--- src/rtl/ex_mem_reg_pkg.sv ---
// Shared constants and next-state select helper for the EX->MEM pipeline register.
package ex_mem_reg_pkg;

    localparam int DATA_W_DEF     = 32;
    localparam int REG_ADDR_W_DEF = 5;
    localparam int ALUOP_W_DEF    = 8;
    localparam int CNT_W_DEF      = 2;

    localparam logic [DATA_W_DEF-1:0]     ZeroWord     = '0;
    localparam logic [REG_ADDR_W_DEF-1:0] NOPRegAddr   = '0;
    localparam logic                      WriteEnable  = 1'b1;
    localparam logic                      WriteDisable = 1'b0;
    localparam logic [ALUOP_W_DEF-1:0]    EXE_NOP_OP   = '0;

    typedef enum logic [1:0] {
        SEL_FLUSH   = 2'd0,
        SEL_HOLD    = 2'd1,
        SEL_BUBBLE  = 2'd2,
        SEL_ADVANCE = 2'd3
    } pipe_sel_t;

    // Edge priority: flush > stall_mem > stall_ex > advance (reset is handled asynchronously).
    function automatic pipe_sel_t pipe_sel(input logic flush, input logic stall_ex,
                                           input logic stall_mem);
        if (flush)
            return SEL_FLUSH;
        else if (stall_mem)
            return SEL_HOLD;
        else if (stall_ex)
            return SEL_BUBBLE;
        else
            return SEL_ADVANCE;
    endfunction

endpackage

--- src/rtl/ex_mem_reg.sv ---
// EX->MEM pipeline register with flush, stall and multi-cycle HI/LO carry back to EX.
// Latency: one cycle EX->MEM, no combinational input->output path.
// Backpressure: stall_mem holds everything; stall_ex inserts a bubble and keeps the carry.
module ex_mem_reg
    import ex_mem_reg_pkg::*;
#(
    parameter int DATA_W     = DATA_W_DEF,
    parameter int REG_ADDR_W = REG_ADDR_W_DEF,
    parameter int ALUOP_W    = ALUOP_W_DEF,
    parameter int CNT_W      = CNT_W_DEF
) (
    input  logic                  clk,
    input  logic                  rst,
    input  logic                  flush,
    input  logic                  stall_ex,
    input  logic                  stall_mem,
    input  logic                  ex_wreg,
    input  logic [REG_ADDR_W-1:0] ex_wd,
    input  logic [DATA_W-1:0]     ex_wdata,
    input  logic                  ex_whilo,
    input  logic [DATA_W-1:0]     ex_hi,
    input  logic [DATA_W-1:0]     ex_lo,
    input  logic [ALUOP_W-1:0]    ex_aluop,
    input  logic [DATA_W-1:0]     ex_mem_addr,
    input  logic [DATA_W-1:0]     ex_reg2,
    input  logic [2*DATA_W-1:0]   hilo_i,
    input  logic [CNT_W-1:0]      cnt_i,
    output logic                  mem_valid,
    output logic                  mem_wreg,
    output logic [REG_ADDR_W-1:0] mem_wd,
    output logic [DATA_W-1:0]     mem_wdata,
    output logic                  mem_whilo,
    output logic [DATA_W-1:0]     mem_hi,
    output logic [DATA_W-1:0]     mem_lo,
    output logic [ALUOP_W-1:0]    mem_aluop,
    output logic [DATA_W-1:0]     mem_mem_addr,
    output logic [DATA_W-1:0]     mem_reg2,
    output logic [2*DATA_W-1:0]   hilo_o,
    output logic [CNT_W-1:0]      cnt_o
);

    typedef struct packed {
        logic                  valid;
        logic                  wreg;
        logic [REG_ADDR_W-1:0] wd;
        logic [DATA_W-1:0]     wdata;
        logic                  whilo;
        logic [DATA_W-1:0]     hi;
        logic [DATA_W-1:0]     lo;
        logic [ALUOP_W-1:0]    aluop;
        logic [DATA_W-1:0]     mem_addr;
        logic [DATA_W-1:0]     reg2;
    } slot_t;

    typedef struct packed {
        logic [2*DATA_W-1:0] hilo;
        logic [CNT_W-1:0]    cnt;
    } carry_t;

    localparam slot_t SLOT_NOP = '{
        valid:    WriteDisable,
        wreg:     WriteDisable,
        wd:       REG_ADDR_W'(NOPRegAddr),
        wdata:    DATA_W'(ZeroWord),
        whilo:    WriteDisable,
        hi:       DATA_W'(ZeroWord),
        lo:       DATA_W'(ZeroWord),
        aluop:    ALUOP_W'(EXE_NOP_OP),
        mem_addr: DATA_W'(ZeroWord),
        reg2:     DATA_W'(ZeroWord)
    };

    localparam carry_t CARRY_NOP = '{hilo: '0, cnt: '0};

    slot_t     slot_q, slot_d, slot_ex;
    carry_t    carry_q, carry_d;
    pipe_sel_t sel;

    always_comb begin
        slot_ex          = SLOT_NOP;
        slot_ex.valid    = WriteEnable;
        slot_ex.wreg     = ex_wreg;
        slot_ex.wd       = ex_wd;
        slot_ex.wdata    = ex_wdata;
        slot_ex.whilo    = ex_whilo;
        slot_ex.hi       = ex_hi;
        slot_ex.lo       = ex_lo;
        slot_ex.aluop    = ex_aluop;
        slot_ex.mem_addr = ex_mem_addr;
        slot_ex.reg2     = ex_reg2;
    end

    assign sel = pipe_sel(flush, stall_ex, stall_mem);

    // A bubble empties the MEM slot but latches EX's partial product so the
    // multi-cycle op can resume next cycle; an advance retires the carry.
    always_comb begin
        slot_d  = slot_q;
        carry_d = carry_q;
        unique case (sel)
            SEL_FLUSH: begin
                slot_d  = SLOT_NOP;
                carry_d = CARRY_NOP;
            end
            SEL_HOLD: begin
                slot_d  = slot_q;
                carry_d = carry_q;
            end
            SEL_BUBBLE: begin
                slot_d       = SLOT_NOP;
                carry_d.hilo = hilo_i;
                carry_d.cnt  = cnt_i;
            end
            SEL_ADVANCE: begin
                slot_d  = slot_ex;
                carry_d = CARRY_NOP;
            end
            default: begin
                slot_d  = SLOT_NOP;
                carry_d = CARRY_NOP;
            end
        endcase
    end

    always_ff @(posedge clk or posedge rst) begin
        if (rst) begin
            slot_q  <= SLOT_NOP;
            carry_q <= CARRY_NOP;
        end else begin
            slot_q  <= slot_d;
            carry_q <= carry_d;
        end
    end

    assign mem_valid    = slot_q.valid;
    assign mem_wreg     = slot_q.wreg;
    assign mem_wd       = slot_q.wd;
    assign mem_wdata    = slot_q.wdata;
    assign mem_whilo    = slot_q.whilo;
    assign mem_hi       = slot_q.hi;
    assign mem_lo       = slot_q.lo;
    assign mem_aluop    = slot_q.aluop;
    assign mem_mem_addr = slot_q.mem_addr;
    assign mem_reg2     = slot_q.reg2;
    assign hilo_o       = carry_q.hilo;
    assign cnt_o        = carry_q.cnt;

endmodule

--- config.mk ---
export PLATFORM = sky130hd
export DESIGN_NAME = ex_mem_reg
export DESIGN_NICKNAME = d
export VERILOG_FILES = /design/src/rtl/ex_mem_reg_pkg.sv /design/src/rtl/ex_mem_reg.sv
export SDC_FILE = /design/constraint.sdc
export NUM_CORES = 1
export LEC_CHECK = 0
export CORE_AREA = 2 2 188 190
export DETAILED_ROUTE_END_ITERATION = 6
export DIE_AREA = 0 0 190 192
export PLACE_DENSITY = 0.64
export SYNTH_ARGS = -nofsm -noshare
export SYNTH_HDL_FRONTEND = slang
export SYNTH_SLANG_ARGS = --single-unit
export TNS_END_PERCENT = 5
--- constraint.sdc ---
create_clock -name clk -period 11.35 [get_ports clk]
set_clock_uncertainty 0.2 [all_clocks]
set_input_delay 2.8375 -clock clk [delete_from_list [all_inputs] [get_ports clk]]
set_output_delay 2.8375 -clock clk [all_outputs]
set_load 0.1 [all_outputs]
==> results.py, run 1 <==
metrics = {
    "global_routing": {
        "grt_max_degree": 242,
        "grt_pass1_vias": 9655,
        "grt_antenna_before_repair": 0,
        "grt_first_pass_wirelength_mm": 56.49,
        "grt_overflow": 0,
        "grt_use_total": 0.1927,
    },
    "synth": {
        "yosysWarnings": 0,
        "synthesis.area_mm2": 0.01061,
        "synth_edf_count": 0,
        "ys_seq_elements": 242,
        "synth_common_cells": "242 x dfrtp_1, 241 x nand2_1, 241 x nand3b_1, 180 x o21ai_1, 61 x o21ai_0",
        "synth_seq_area_share": 0.5710,
        "synth-main-ff-cell": "dfrtp_1",
        "async_flop_share": 1.000,
        "syn_avg_cell_area_um2": 9.821,
        "synth_top_cell_by_area": "dfrtp_1",
        "synth_fp_nets": 1328,
        "post-synth-top-count-cell": "dfrtp_1",
        "synth_cells": 1080,
        "yosysTopAreaCellShare": 0.5710,
        "synth_cell_types": 17,
        "synth_area_leaders": "dfrtp_1 57%, nand3b_1 17%, nand2_1 8.5%",
    },
    "status": {
        "outcome": "finished clean",
    },
    "detailed_routing": {
        "finalWirelength_mm": 36.62,
        "via_per_inst": 4.860,
        "drc": 0,
        "vias": 9584,
        "first_pass_iters": 5,
        "ant_nets": 0,
        "wl_per_cell_um": 18.57,
        "initialDrtViolationCount": 609,
    },
    "worst_setup_path": {
        "regToRegSetupSlack_ps": 10360,
        "start_kind": "primary input",
        "critPathKind": "primary input to register",
        "reg2regPathDepth": 2,
        "r2r-end": "hilo_o[62]$_DFFE_PP0P_",
        "crit_fanout": 241,
        "required_ps": 11600,
        "arrival_ps": 5950,
        "r2r-start": "hilo_o[62]$_DFFE_PP0P_",
        "critPathCaptureType": "register",
    },
    "floorplanning": {
        "die_area_mm2": 0.03648,
        "rows": 68,
        "pin_count": 488,
        "start_util": 0.3093,
        "die_h_um": 192,
        "core_mm2": 0.03429,
        "dieWidth_um": 190,
    },
    "finish": {
        "instances_no_fill": 1972,
        "diodes": 0,
        "areaGrowthSynthToFinish_pct": 55.42,
        "nets": 1745,
        "fin_util": 0.4808,
        "drive_above_1_share": 0.03691,
    },
    "hold_path": {
        "hold_depth": 2,
        "worstHoldStart": "hilo_o[37]$_DFFE_PP0P_",
        "min_path_type": "register to register",
        "holdPathEnd": "hilo_o[37]$_DFFE_PP0P_",
    },
    "place": {
        "hpwl_mm": 23.01,
        "gp_congestion": 0.7768,
        "dp.cells": 1922,
        "io_buffer_count": 487,
    },
    "clock_tree": {
        "cts_made_buffers": 28,
        "clk-insertion-delay-late_ps": 540,
        "cts_max_level": 1,
        "cts_resized": 0,
        "post_cts_buffers": 0,
        "cts.sinks": 242,
        "path_clk_slew_ps": 60,
        "clockBufferDepth": 3,
        "root_buffer": "clkbuf_16",
        "hold_buffers": 0,
        "cts_tree": "built",
    },
    "timing": {
        "setup_viol": 0,
        "relSlewSlack": 0.1401,
        "rsz0062_at_grt": "no",
        "final.setup.tns_ps": 0,
        "tightest_slew_ps": 1290,
        "layout_min_cycle_time_ps": 5700,
        "hold_viol_final": 0,
        "max_freq_mhz": 175.4,
        "period_share": 0.5022,
        "slew_violations": 0,
    },
    "power": {
        "leakage_nw": 6.566,
        "power_density_mw_per_mm2": 146.3,
        "ir_worst_vdd_v": 0.0001114,
    },
    "run": {
        "max_cap_violations": 0,
    },
}
cells by family after synthesis:
logic type               Yosys count  synth area share
AND/OR/NAND/NOR                  484            0.2575
multiplexers                       1          0.001415
flip-flops                       242            0.5710
AO/OA/AOI/OAI                    242            0.1142
adder cells (fa/ha/maj)            2          0.002359
buffers and inverters            109           0.05356
stage by stage:
| step | hold WS [ps] | instance area [µm²] | power [mW] | setup slack, ps |
|---|---|---|---|---|
| floorplan | 820.6 | 10610 | 1.343 | 1668 |
| global placement | 289.9 | 15590 | 1.551 | 5089 |
| detailed placement | 297.2 | 15590 | 1.552 | 5070 |
| CTS | 312.7 | 16480 | 2.444 | 5646 |
| global route | 338.5 | 16480 | 2.504 | 5376 |
| finish | 311.5 | 16480 | 2.412 | 5650 |
critical path: stages:
cell and delay (ps):
buf_4 90, buf_4 780, buf_4 880, nor2b_4 90, buf_12 310, o21ai_0 370
worst max path at each step:
stage / start / to / slack [ps] / depth (start not counted)
2_1_floorplan: rst / cnt_o[0]$_DFFE_PP0P_ / 1670 / 1
3_3_place_gp: stall_mem / mem_lo[22]$_DFFE_PP0P_ / 5090 / 7
3_5_place_dp: stall_mem / mem_hi[16]$_DFFE_PP0P_ / 5070 / 7
4_1_cts: stall_mem / mem_hi[11]$_DFFE_PP0P_ / 5650 / 7
5_1_grt: stall_mem / mem_lo[26]$_DFFE_PP0P_ / 5380 / 7
6_report: flush / hilo_o[62]$_DFFE_PP0P_ / 5650 / 6
sequential cells by signal, summed over array words and instances, names as in the netlist:
| register | cells |
|---|---|
| mem_wreg | 1 |
| mem_lo | 32 |
| mem_reg2 | 32 |
| hilo_o | 64 |
| mem_whilo | 1 |
| mem_aluop | 8 |
| mem_wd | 5 |
| cnt_o | 2 |
| mem_wdata | 32 |
| mem_mem_addr | 32 |
| mem_valid | 1 |
| mem_hi | 32 |
cell usage in the layout (no fill, tap or decap):
| cell type | instances |
|---|---|
| nand2_1 | 241 |
| clkinv_4 | 1 |
| ha_4 | 1 |
| inv_8 | 1 |
| clkinvlp_4 | 1 |
| clkbuf_1 | 7 |
| buf_6 | 1 |
| ha_1 | 1 |
| buf_4 | 6 |
| nor2b_4 | 1 |
| o21ai_0 | 61 |
| clkinv_2 | 4 |
| dfrtp_1 | 242 |
| o21ai_1 | 180 |
| nand3b_1 | 241 |
| clkdlybuf4s50_1 | 485 |
| a21oi_1 | 1 |
| buf_12 | 2 |
| nor2_1 | 1 |
| clkbuf_8 | 8 |
| mux2_4 | 1 |
| clkbuf_16 | 29 |
| inv_1 | 1 |
final cells by class:
class,count,area (µm²)
Inverter,2,15.01
Fill cell,3171,17800
Clock inverter,6,36.28
Timing Repair Buffer,494,4951
Tap cell,455,569.3
Clock buffer,44,862.1
Sequential cell,242,6056
Multi-Input combinational cell,729,3995
routing by layer:
metal  GRT usage  wire [µm]  up-vias
met5           0          0        -
met4     0.05098        910        0
met3     0.06030       3318       50
met2      0.3126      17180      405
met1      0.2492      15210     4635
li1            -          -     4494
power by group:
group	total [mW]	leakage [nW]	switching [mW]	internal, mW
Combinational	0.608	2.83	0.432	0.176
Sequential	0.926	3.29	0.0232	0.903
Clock	0.878	0.443	0.361	0.517
Power figures use the tool's default switching activity.
==> run 2, diff against run 1 <==
- clock period: 11.35 -> 5.4 ns (I/O delays scaled with it)
==> results.py, run 2 (synthesized netlist as in run 1, its figures left out) <==
metrics = {
    "detailed_routing": {
        "vias": 9621,
        "via_per_inst": 4.869,
        "initialDrtViolationCount": 572,
        "first_pass_iters": 5,
        "ant_nets": 0,
        "wl_per_cell_um": 18.84,
        "drc": 0,
        "finalWirelength_mm": 37.22,
    },
    "clock_tree": {
        "cts_resized": 0,
        "cts_tree": "built",
        "clk-insertion-delay-late_ps": 540,
        "post_cts_buffers": 0,
        "cts.sinks": 242,
        "path_clk_slew_ps": 60,
        "cts_max_level": 1,
        "clockBufferDepth": 3,
        "root_buffer": "clkbuf_16",
        "hold_buffers": 0,
        "cts_made_buffers": 28,
    },
    "floorplanning": {
        "dieWidth_um": 190,
        "pin_count": 488,
        "start_util": 0.3093,
        "die_area_mm2": 0.03648,
        "rows": 68,
        "die_h_um": 192,
        "core_mm2": 0.03429,
    },
    "finish": {
        "diodes": 0,
        "areaGrowthSynthToFinish_pct": 56.93,
        "fin_util": 0.4854,
        "largest_reg_flops": 64,
        "drive_above_1_share": 0.04142,
        "nets": 1750,
        "final_cell_mix": "485 x clkdlybuf4s50_1, 242 x dfrtp_1, 241 x nand2_1, 241 x nand3b_1, 180 x o21ai_1",
        "final_common_cell": "clkdlybuf4s50_1",
    },
    "worst_setup_path": {
        "path_cells": "clkdlybuf4s50_1",
        "cp_slowest_stage_delay_ps": 1230,
        "slowest_stage": "clkdlybuf4s50_1",
        "critPathKind": "register to output port",
        "crit_family": "buffers and inverters",
        "crit_fanout": 2,
        "start_kind": "register",
        "arrival_ps": 2130,
        "crit_buf_inv": 1,
        "critPathCaptureType": "output port",
        "required_ps": 3850,
    },
    "hold_path": {
        "min_path_type": "register to register",
    },
    "timing": {
        "worst_slack_ps": 1717,
        "layout_min_cycle_time_ps": 3683,
        "tightest_slew_ps": 1113,
        "final.setup.tns_ps": 0,
        "hold_viol_final": 0,
        "slew_violations": 0,
        "setup_viol": 0,
        "period_share": 0.6820,
        "max_freq_mhz": 271.5,
        "rsz0062_at_grt": "no",
        "relSlewSlack": 0.2554,
    },
    "global_routing": {
        "grt_use_total": 0.1948,
        "grt_overflow": 0,
        "grt_first_pass_wirelength_mm": 57.19,
        "grt_pass1_vias": 9901,
        "grt_antenna_before_repair": 0,
        "grt_max_degree": 126,
    },
    "power": {
        "power_density_mw_per_mm2": 313.9,
        "fin_total_pwr_mw": 5.226,
        "leakage_nw": 6.642,
        "ir_worst_vdd_v": 0.0002574,
    },
    "place": {
        "hpwl_mm": 23.79,
        "pre_cts_ws_ps": 1563,
        "gp_congestion": 0.8015,
        "io_buffer_count": 487,
    },
    "status": {
        "outcome": "finished clean",
    },
    "run": {
        "max_cap_violations": 0,
    },
}
-- run 2: changes by cell type in the layout (fill, tap and decap cells not counted) --
cell and delta:
buf_12 +4, bufinv_16 +3, clkbuf_1 -3, buf_4 +1, clkbuf_8 +1, clkinv_4 -1, inv_8 -1
-- run 2: final timing paths --
check	start	to	slack [ps]	cells after the start
worst max-delay path	mem_wdata[29]$_DFFE_PP0P_	mem_wdata[29]	1720	1
worst min-delay path	mem_valid$_DFFE_PP0P_	mem_valid$_DFFE_PP0P_	310	1
worst max register to register	mem_valid$_DFFE_PP0P_	mem_valid$_DFFE_PP0P_	4460	1
worst min register to register	mem_valid$_DFFE_PP0P_	mem_valid$_DFFE_PP0P_	310	1
max in group asynchronous	rst	mem_reg2[25]$_DFFE_PP0P_	3210	3
min in group asynchronous	rst	mem_wdata[6]$_DFFE_PP0P_	1190	3
-- run 2: layout make-up --
cell class                      count  area, µm²
Tap cell                          455      569.3
Clock inverter                      7      110.1
Sequential cell                   242       6056
Timing Repair Buffer              499       5039
Multi-Input combinational cell    729       3995
Fill cell                        3205      17640
Inverter                            2      11.26
Clock buffer                       42      864.6
-- run 2: layer usage --
layer	track usage	part of all wire	routed length, µm	vias up
met5	0	0	0	-
li1	-	-	-	4504
met2	0.3127	0.47	17380	398
met1	0.2490	0.41	15160	4653
met3	0.06231	0.096	3580	66
met4	0.06380	0.029	1093	0
-- run 2: stage by stage --
step                std cells  hold slack, ps  cell area [µm²]
floorplan                1080           820.6            10610
global placement         1927           291.1            15670
detailed placement       1927           298.0            15670
CTS                      1976           312.5            16640
global route             1976           322.1            16640
finish                   1976           308.4            16640
-- run 2: where the power goes --
part / switching (mW) / internal, mW / leakage [nW] / total, mW
sequential: 0.0484 / 1.90 / 3.29 / 1.95
combinational: 0.910 / 0.375 / 2.87 / 1.28
clock: 0.758 / 1.24 / 0.485 / 1.99
total: 1.72 / 3.51 / 6.64 / 5.23
==> run 3, diff against run 2 <==
- clock period: 5.4 -> 3.5 ns (I/O delays scaled with it)
==> results.py, run 3 (synthesized netlist as in run 1, its figures left out) <==
metrics = {
    "clock_tree": {
        "root_buffer": "clkbuf_16",
        "clk-insertion-delay-late_ps": 530,
        "cts_made_buffers": 28,
        "post_cts_buffers": 0,
        "clockBufferDepth": 3,
        "hold_buffers": 0,
        "cts.sinks": 242,
        "path_clk_slew_ps": 60,
        "cts_max_level": 1,
        "cts_resized": 0,
        "cts_tree": "built",
    },
    "global_routing": {
        "grt_first_pass_wirelength_mm": 56.43,
        "grt_antenna_before_repair": 0,
        "grt_use_total": 0.1923,
        "grt_max_degree": 242,
        "grt_pass1_vias": 9728,
        "grt_overflow": 0,
    },
    "detailed_routing": {
        "met1Wirelength_mm": 15.20,
        "wl_per_cell_um": 18.52,
        "wl_met2_mm": 17.36,
        "vias": 9686,
        "first_pass_iters": 5,
        "via_per_inst": 4.875,
        "initialDrtViolationCount": 528,
        "drc": 0,
        "ant_nets": 0,
        "wl_met3_mm": 3.312,
        "highest_layer": "met4",
        "finalWirelength_mm": 36.79,
    },
    "floorplanning": {
        "dieWidth_um": 190,
        "start_util": 0.3093,
        "pin_count": 488,
        "die_area_mm2": 0.03648,
        "die_h_um": 192,
        "rows": 68,
        "core_mm2": 0.03429,
    },
    "finish": {
        "diodes": 0,
        "final_cell_mix": "254 x buf_4, 243 x clkdlybuf4s50_1, 242 x dfrtp_1",
        "final_common_cell": "buf_4",
        "fin_util": 0.4708,
        "largest_reg_flops": 64,
        "nets": 1760,
        "drive_above_1_share": 0.2063,
        "instances_no_fill": 1987,
        "areaGrowthSynthToFinish_pct": 52.20,
    },
    "worst_setup_path": {
        "start_kind": "register",
        "regToRegSetupSlack_ps": 2550,
        "reg2regPathDepth": 2,
        "slowest_stage": "dfrtp_1",
        "crit_fanout": 2,
        "arrival_ps": 1300,
        "path_cells": "buf_4",
        "path_depth": 1,
        "crit_buf_inv": 1,
        "crit_family": "flip-flops",
        "critPathCaptureType": "output port",
        "cp_slowest_stage_delay_ps": 440,
        "critPathKind": "register to output port",
        "required_ps": 2420,
    },
    "timing": {
        "period_share": 0.6789,
        "relSlewSlack": 0.2193,
        "hold_viol_final": 0,
        "rsz0062_at_grt": "no",
        "layout_min_cycle_time_ps": 2376,
        "slew_violations": 0,
        "setup_viol": 0,
        "tightest_slew_ps": 1171,
        "max_freq_mhz": 420.8,
    },
    "status": {
        "outcome": "finished clean",
    },
    "power": {
        "power_density_mw_per_mm2": 492.2,
        "ir_worst_vdd_v": 0.0003083,
        "leakage_nw": 7.143,
    },
    "place": {
        "dp.cells": 1937,
        "io_buffer_count": 487,
        "hpwl_mm": 24.12,
        "gp_congestion": 0.7984,
    },
    "run": {
        "max_cap_violations": 0,
    },
    "hold_path": {
        "min_path_type": "register to register",
        "hold_depth": 2,
    },
}
-- run 3: cell types whose count changed in the layout (fill, tap and decap cells not counted), sizes merged --
cell and delta:
buf +252, clkinv +4, clkinvlp +2, clkdlybuf4s50 -242, clkbuf -5
-- run 3: stage by stage --
step	instance area (µm²)	worst slack, ps	hold slack, ps	setup TNS [ps]	total power [mW]
4_1_cts	16140	1089	314.5	0	8.061
6_report	16140	1124	311.4	0	7.946
5_1_grt	16140	1082	325.6	0	8.257
3_5_place_dp	15200	713.3	298.9	0	5.021
2_1_floorplan	10610	-750.8	810.8	-181690	4.355
3_3_place_gp	15200	717.0	292.0	0	5.020
-- run 3: metal layers --
layer,up-vias,global-route usage
li1,4523,-
met1,4683,0.2496
met2,423,0.3165
met3,57,0.05116
met4,0,0.05367
met5,-,0
-- run 3: final timing paths --
check,startpoint,endpoint
setup / recovery,mem_wdata[29]$_DFFE_PP0P_,mem_wdata[29]
hold / removal,hilo_o[50]$_DFFE_PP0P_,hilo_o[50]$_DFFE_PP0P_
min in group asynchronous,rst,mem_hi[15]$_DFFE_PP0P_
setup reg to reg,mem_wdata[29]$_DFFE_PP0P_,mem_wdata[29]$_DFFE_PP0P_
hold reg to reg,hilo_o[50]$_DFFE_PP0P_,hilo_o[50]$_DFFE_PP0P_
max in group asynchronous,rst,mem_wdata[17]$_DFFE_PP0P_
-- run 3: layout make-up --
type                            count  area, µm²
Fill cell                        3273      18140
Sequential cell                   242       6056
Timing Repair Buffer              509       4571
Multi-Input combinational cell    729       3995
Clock buffer                       37      795.8
Tap cell                          455      569.3
Clock inverter                     13      145.1
Inverter                            2      11.26
-- run 3: tightest hold or removal path, cell delays in order, from the launching register on --
cell and delay (ps):
dfrtp_1 340, nand3b_1 70, o21ai_0 60
-- run 3: power by group --
| group | total (mW) | leakage (nW) | switching (mW) | internal (mW) |
|---|---|---|---|---|
| Combinational | 1.96 | 3.39 | 1.41 | 0.547 |
| Sequential | 3.01 | 3.29 | 0.0771 | 2.93 |
| Clock | 2.98 | 0.465 | 1.18 | 1.81 |
| Total | 7.95 | 7.14 | 2.66 | 5.28 |
